<file path="src/rtl/axi_rob_pkg.sv">
// Shared types and default widths for the AXI reorder-buffer request and response paths.
package axi_rob_pkg;

   localparam int unsigned AXI_ID_W   = 8;
   localparam int unsigned AXI_DATA_W = 64;
   localparam int unsigned AXI_RESP_W = 2;

   typedef struct packed {
      logic [AXI_ID_W-1:0]   id;
      logic [AXI_DATA_W-1:0] data;
      logic [AXI_RESP_W-1:0] resp;
      logic                  last;
   } r_entry_t;

endpackage

</file>
<file path="src/rtl/rob_fifo_ctrl.sv">
// Circular-buffer controller: read/write pointers with arbitrary-DEPTH wrap, occupancy, full/empty.
// Callers must never push when full or pop when empty.
module rob_fifo_ctrl #(
   parameter int unsigned DEPTH = 16
) (
   input  logic                       clk,
   input  logic                       rst,
   input  logic                       push_i,
   input  logic                       pop_i,
   output logic [$clog2(DEPTH)-1:0]   wr_ptr_o,
   output logic [$clog2(DEPTH)-1:0]   rd_ptr_o,
   output logic [$clog2(DEPTH+1)-1:0] occupancy_o,
   output logic                       full_o,
   output logic                       empty_o
);
   localparam int unsigned      PTR_W    = $clog2(DEPTH);
   localparam int unsigned      CNT_W    = $clog2(DEPTH + 1);
   localparam logic [PTR_W-1:0] LAST_IDX = PTR_W'(DEPTH - 1);
   localparam logic [CNT_W-1:0] FULL_CNT = CNT_W'(DEPTH);

   logic [PTR_W-1:0] wr_ptr_q, wr_ptr_d;
   logic [PTR_W-1:0] rd_ptr_q, rd_ptr_d;
   logic [CNT_W-1:0] occ_q, occ_d;

   // Explicit wrap keeps non-power-of-two depths correct.
   function automatic logic [PTR_W-1:0] ptr_inc(input logic [PTR_W-1:0] p);
      logic [PTR_W-1:0] n;
      if (p == LAST_IDX) begin
         n = {PTR_W{1'b0}};
      end else begin
         n = p + PTR_W'(1);
      end
      return n;
   endfunction

   always_comb begin
      wr_ptr_d = wr_ptr_q;
      rd_ptr_d = rd_ptr_q;
      occ_d    = occ_q;
      if (push_i) begin
         wr_ptr_d = ptr_inc(wr_ptr_q);
      end else begin
         wr_ptr_d = wr_ptr_q;
      end
      if (pop_i) begin
         rd_ptr_d = ptr_inc(rd_ptr_q);
      end else begin
         rd_ptr_d = rd_ptr_q;
      end
      case ({push_i, pop_i})
         2'b10:   occ_d = occ_q + CNT_W'(1);
         2'b01:   occ_d = occ_q - CNT_W'(1);
         default: occ_d = occ_q;
      endcase
   end

   always_ff @(posedge clk) begin
      if (rst) begin
         wr_ptr_q <= {PTR_W{1'b0}};
         rd_ptr_q <= {PTR_W{1'b0}};
         occ_q    <= {CNT_W{1'b0}};
      end else begin
         wr_ptr_q <= wr_ptr_d;
         rd_ptr_q <= rd_ptr_d;
         occ_q    <= occ_d;
      end
   end

   assign wr_ptr_o    = wr_ptr_q;
   assign rd_ptr_o    = rd_ptr_q;
   assign occupancy_o = occ_q;
   assign full_o      = (occ_q == FULL_CNT);
   assign empty_o     = (occ_q == {CNT_W{1'b0}});

endmodule

</file>
<file path="src/rtl/outgoing_response_buffer.sv">
// AXI R-beat return buffer: strict FIFO with optional store-and-forward release per burst,
// falling back to cut-through when a single burst fills the whole buffer.
module outgoing_response_buffer
   import axi_rob_pkg::*;
#(
   parameter int unsigned ID_WIDTH          = AXI_ID_W,
   parameter int unsigned DATA_WIDTH        = AXI_DATA_W,
   parameter int unsigned RESP_WIDTH        = AXI_RESP_W,
   parameter int unsigned DEPTH             = 16,
   parameter bit          STORE_AND_FORWARD = 1'b1
) (
   input  logic                       clk,
   input  logic                       rst,
   input  logic                       r_in_valid_i,
   output logic                       r_in_ready_o,
   input  logic [ID_WIDTH-1:0]        r_in_id_i,
   input  logic [DATA_WIDTH-1:0]      r_in_data_i,
   input  logic [RESP_WIDTH-1:0]      r_in_resp_i,
   input  logic                       r_in_last_i,
   output logic                       r_out_valid_o,
   input  logic                       r_out_ready_i,
   output logic [ID_WIDTH-1:0]        r_out_id_o,
   output logic [DATA_WIDTH-1:0]      r_out_data_o,
   output logic [RESP_WIDTH-1:0]      r_out_resp_o,
   output logic                       r_out_last_o,
   output logic [$clog2(DEPTH+1)-1:0] occupancy,
   output logic [$clog2(DEPTH+1)-1:0] cmpl_bursts,
   output logic                       cut_through
);
   localparam int unsigned PTR_W   = $clog2(DEPTH);
   localparam int unsigned CNT_W   = $clog2(DEPTH + 1);
   localparam int unsigned ENTRY_W = ID_WIDTH + DATA_WIDTH + RESP_WIDTH + 1;
   localparam logic        SAF     = STORE_AND_FORWARD;

   logic               push_s, pop_s, full_s, empty_s;
   logic               burst_inc_s, burst_dec_s, ct_set_s;
   logic [PTR_W-1:0]   wr_ptr_s, rd_ptr_s;
   logic [CNT_W-1:0]   occ_s;
   logic [CNT_W-1:0]   cmpl_q, cmpl_d;
   logic               ct_q, ct_d;
   logic [ENTRY_W-1:0] mem_q [DEPTH];

   rob_fifo_ctrl #(.DEPTH(DEPTH)) u_ctrl (
      .clk         (clk),
      .rst         (rst),
      .push_i      (push_s),
      .pop_i       (pop_s),
      .wr_ptr_o    (wr_ptr_s),
      .rd_ptr_o    (rd_ptr_s),
      .occupancy_o (occ_s),
      .full_o      (full_s),
      .empty_o     (empty_s)
   );

   // Ready never looks at r_out_ready, so a full buffer refuses a beat even on a same-cycle pop.
   assign r_in_ready_o = ~full_s;
   assign push_s       = r_in_valid_i & r_in_ready_o;
   assign pop_s        = r_out_valid_o & r_out_ready_i;

   // Payload storage is deliberately left uninitialised by reset.
   always_ff @(posedge clk) begin
      if (push_s) begin
         mem_q[wr_ptr_s] <= {r_in_id_i, r_in_data_i, r_in_resp_i, r_in_last_i};
      end
   end

   assign {r_out_id_o, r_out_data_o, r_out_resp_o, r_out_last_o} = mem_q[rd_ptr_s];

   // Valid stays stable until popped: cmpl_q only drops on a pop, ct_q only clears on a last pop.
   assign r_out_valid_o = SAF ? (~empty_s & ((|cmpl_q) | ct_q | full_s)) : ~empty_s;

   always_comb begin
      burst_inc_s = push_s & r_in_last_i;
      burst_dec_s = pop_s & r_out_last_o;
      ct_set_s    = SAF & full_s & ~(|cmpl_q);
      cmpl_d      = cmpl_q;
      ct_d        = ct_q;
      case ({burst_inc_s, burst_dec_s})
         2'b10:   cmpl_d = cmpl_q + CNT_W'(1);
         2'b01:   cmpl_d = cmpl_q - CNT_W'(1);
         default: cmpl_d = cmpl_q;
      endcase
      if (burst_dec_s) begin
         ct_d = 1'b0;
      end else if (ct_set_s) begin
         ct_d = 1'b1;
      end else begin
         ct_d = ct_q;
      end
   end

   always_ff @(posedge clk) begin
      if (rst) begin
         cmpl_q <= {CNT_W{1'b0}};
         ct_q   <= 1'b0;
      end else begin
         cmpl_q <= cmpl_d;
         ct_q   <= ct_d;
      end
   end

   assign occupancy   = occ_s;
   assign cmpl_bursts = cmpl_q;
   assign cut_through = ct_q;

endmodule

</file>
<file path="config.mk">
export PLATFORM = sky130hd
export DESIGN_NAME = outgoing_response_buffer
export DESIGN_NICKNAME = d
export VERILOG_FILES = /design/src/rtl/axi_rob_pkg.sv /design/src/rtl/rob_fifo_ctrl.sv /design/src/rtl/outgoing_response_buffer.sv
export SDC_FILE = /design/constraint.sdc
export NUM_CORES = 1
export LEC_CHECK = 0
export BUFFER_PORTS_ARGS = -buffer_cell sky130_fd_sc_hd__buf_2
export CAP_MARGIN = 15
export CORE_MARGIN = 1
export CORE_UTILIZATION = 32
export DETAILED_ROUTE_END_ITERATION = 8
export PLACE_DENSITY = 0.5
export SLEW_MARGIN = 20
export SYNTH_ARGS = -nofsm -noshare
export SYNTH_HDL_FRONTEND = slang
export SYNTH_SLANG_ARGS = --single-unit
</file>
<file path="constraint.sdc">
create_clock -name clk -period 20.3 [get_ports clk]
set_input_delay 2.03 -clock clk [delete_from_list [all_inputs] [get_ports clk]]
set_output_delay 2.03 -clock clk [all_outputs]
set_load 0.01 [all_outputs]
</file>
==> impl_metrics.json <==
{
  "ys_async_sr_fraction_pct": 0,
  "fin_nets": 2196,
  "hold_buffers": 0,
  "area.growth.synth_to_final_pct": 16.88,
  "synth.cell_area_um2": 46230,
  "worstHoldPathCells": 2,
  "path_max_fanout": 46,
  "cts.reportedPaths.clkPinSlew_ns": 0.06,
  "synth_top_area_share_pct": 77.95,
  "critical_path.top_delay_family": "buffers and inverters",
  "cellInternalPower_w": 0.004612,
  "slew_violations": 0,
  "fin_area_um2": 54030,
  "cp_slowest_stage_delay_ns": 0.94,
  "grt.overflow.total": 0,
  "synth.distinct_cells": 33,
  "cp.required_ns": 18.27,
  "p_switching_w": 0.001357,
  "crit_slowest_cell": "dfxtp_4",
  "drtPass1Iterations": 5,
  "die_x_um": 382.1,
  "worst_slew_pin_slew_ns": 1.102,
  "dp_slack_ns": 13.27,
  "reg2reg_depth": 13,
  "clkSinkCount": 1223,
  "hp-class": "reg -> reg",
  "cts_root_buffer": "clkbuf_16",
  "grtUsageTotal_pct": 15.49,
  "wl_mm": 111.6,
  "crit_path_end_kind": "primary output",
  "portBuffers": 166,
  "yosysWarnings": 0,
  "power_density_nw_per_um2": 110.5,
  "ys_seq_elements": 1223,
  "grt_start_max_net_pins": 120,
  "cts_max_path_buffers": 3,
  "setup_ws_ns": 12.75,
  "post_cts_buffers": 0,
  "irDropWorstVdd_mv": 0.08236,
  "fin_crit_sh_pct": 37.18,
  "num_vias": 20616,
  "synth_ff_type": "edfxtp_1",
  "avgSynthCellArea_um2": 25.11,
  "grt_pass1_vias": 22222,
  "hold_start": "u_ctrl.rd_ptr_o[0]",
  "cts_resized": 0,
  "drv_cap": 0,
  "grt_pass1_wl_mm": 161.2,
  "drcViolationCount": 0,
  "dieArea_um2": 146000,
  "p_sw_share_pct": 22.74,
  "max_freq_ghz": 0.1325,
  "outcome": "finished, final reports clean",
  "fin_crit_ns": 7.547,
  "cts.htree.levels": 4,
  "hold_viol": 0,
  "regToRegSetupSlack_ns": 14.80,
  "crit_type": "reg -> out",
  "synth.most_common_cell": "edfxtp_1",
  "via_per_inst": 5.006,
  "tritoncts": "yes",
  "syn-instance-count": 1841,
  "pwr-share-clk_pct": 40.7,
  "ant_nets": 0,
  "synth_largest_area_cell": "edfxtp_1",
  "core_area_um2": 143500,
  "maxSlewHeadroom_pct": 26.11,
  "crit_chain": "buf_4 -> buf_4 -> buf_4 -> mux4_2 -> mux4_2 -> buf_2",
  "clkLatencyLatePin_ns": 0.74,
  "drive_gt1_share_pct": 36.10,
  "grt_antenna_before_repair": 26,
  "cts_buffers": 134,
  "seq_area_frac_synth_pct": 78.95,
  "drt_iter0_drc": 1683,
  "synth_edf_count": 1200,
  "path_depth": 6,
  "hold_ws_ns": 0.5255,
  "tns_ns": 0,
  "arrival_ns": 5.52,
  "clock_skew_ns": 0.01920,
  "path_buf_inv": 4,
  "gp_congestion": 0.7108,
  "startpoint_type": "register",
  "netlist_top_cells_area": "edfxtp_1 (78%), mux4_2 (18%), dfxtp_1 (1.0%)",
  "setup_viol": 0,
  "pwr-share-comb_pct": 11.2,
  "p_leak_nw": 16.43,
  "fp.dieH_um": 382.1,
  "rsz0062_at_grt": "false",
  "rows": 139,
  "pwr-share-seq_pct": 48.1,
  "start_util_pct": 32.22,
  "routedWlPerCell_um": 27.10,
  "r2r-end": "cmpl_bursts[4]",
  "dp_hpwl_mm": 57.27,
  "io_pins": 167,
  "placed_cell_area_um2": 49560,
  "yosys-top-cells-count": "edfxtp_1 (1,200), mux4_2 (370), clkbuf_1 (47)",
  "syn-num-nets": 1935,
  "cp_common_cell": "buf_4"
}
==> routing by layer <==
layer | up-vias | part of all wire (%) | global-route usage [%]
met2 | 489 | 50 | 25.62
met4 | 22 | 2.1 | 4.444
met5 | - | 0.13 | 0
li1 | 8541 | - | -
met1 | 11391 | 43 | 20.66
met3 | 173 | 5.0 | 3.143
==> cells in the final DEF (no fill, tap or decap), types with 4 or more instances in the layout <==
master,count
nand3_1,6
clkinv_8,6
a21oi_1,14
inv_1,13
nor3_2,4
clkbuf_1,29
dfxtp_1,19
diode_2,7
nor2_4,12
mux4_2,370
ha_1,13
nor3_1,5
clkinv_1,29
mux2i_1,11
dfxtp_4,4
clkinv_2,13
edfxtp_1,1200
nor2_1,23
buf_4,49
clkbuf_16,139
buf_2,166
bufinv_16,16
nand2_1,12
nor2b_1,9
clkinvlp_4,6
==> power by group through the flow <==
stage | Sequential, W | Clock (W) | Combinational, W
6_report | 0.00287 | 0.00243 | 0.000669
5_1_grt | 0.00288 | 0.00259 | 0.000723
4_1_cts | 0.00287 | 0.00249 | 0.000684
3_5_place_dp | 0.00292 | 0 | 0.000682
3_3_place_gp | 0.00292 | 0 | 0.000671
2_1_floorplan | 0.00291 | 0 | 0.000460
==> state kept, by name, indices dropped and copies added, names as in the netlist, named ones only <==
name	cells
u_ctrl.wr_ptr_o	4
cut_through	1
mem_q	1200
cmpl_bursts	5
u_ctrl.rd_ptr_o	4
u_ctrl.occupancy_o	5
==> layout make-up <==
cell class	instances	area, um2
inverters	13	48.80
multi-input cells	513	9403
clock buffers	168	3587
clock inverters	74	834.6
fillers	12786	89450
flip-flops and latches	1223	36510
repair buffers	217	1246
diodes	7	17.52
well taps	1903	2381
==> metrics by stage <==
step                util [%]  instances  power (W)
floorplan                  -       1841   0.003369
global placement       34.54       3868   0.003591
detailed placement     34.54       3868   0.003606
CTS                    37.62       4110   0.006049
global route           37.64       4111   0.006184
finish                 37.66       4118   0.005970
==> kinds of logic (layout without fill, tap and decap cells) <==
logic type	Yosys count	in the layout	share of synthesized area (%)
compound gates	29	29	0.3817
xor+xnor	6	6	0.1137
fa+ha+maj	15	15	0.4385
buf+inv	105	472	0.9474
flops	1223	1223	78.95
mux	383	383	18.31
other cells	0	7	0
simple gates	80	80	0.8553
==> how the worst max path moves through the flow <==
stage                      start          endpoint
global placement        register  r_out_data_o[63]
floorplan           r_in_valid_i       mem_q[0][0]
CTS                     register  r_out_data_o[63]
global route            register  r_out_data_o[63]
finish                  register  r_out_data_o[63]
detailed placement      register  r_out_data_o[61]
==> worst min-delay path, stage by stage (launching register included) <==
cell     delay (ns)
dfxtp_1        0.35
nand2_1        0.07
a21oi_1        0.07
Note: power is estimated with default switching activity, not from simulation.
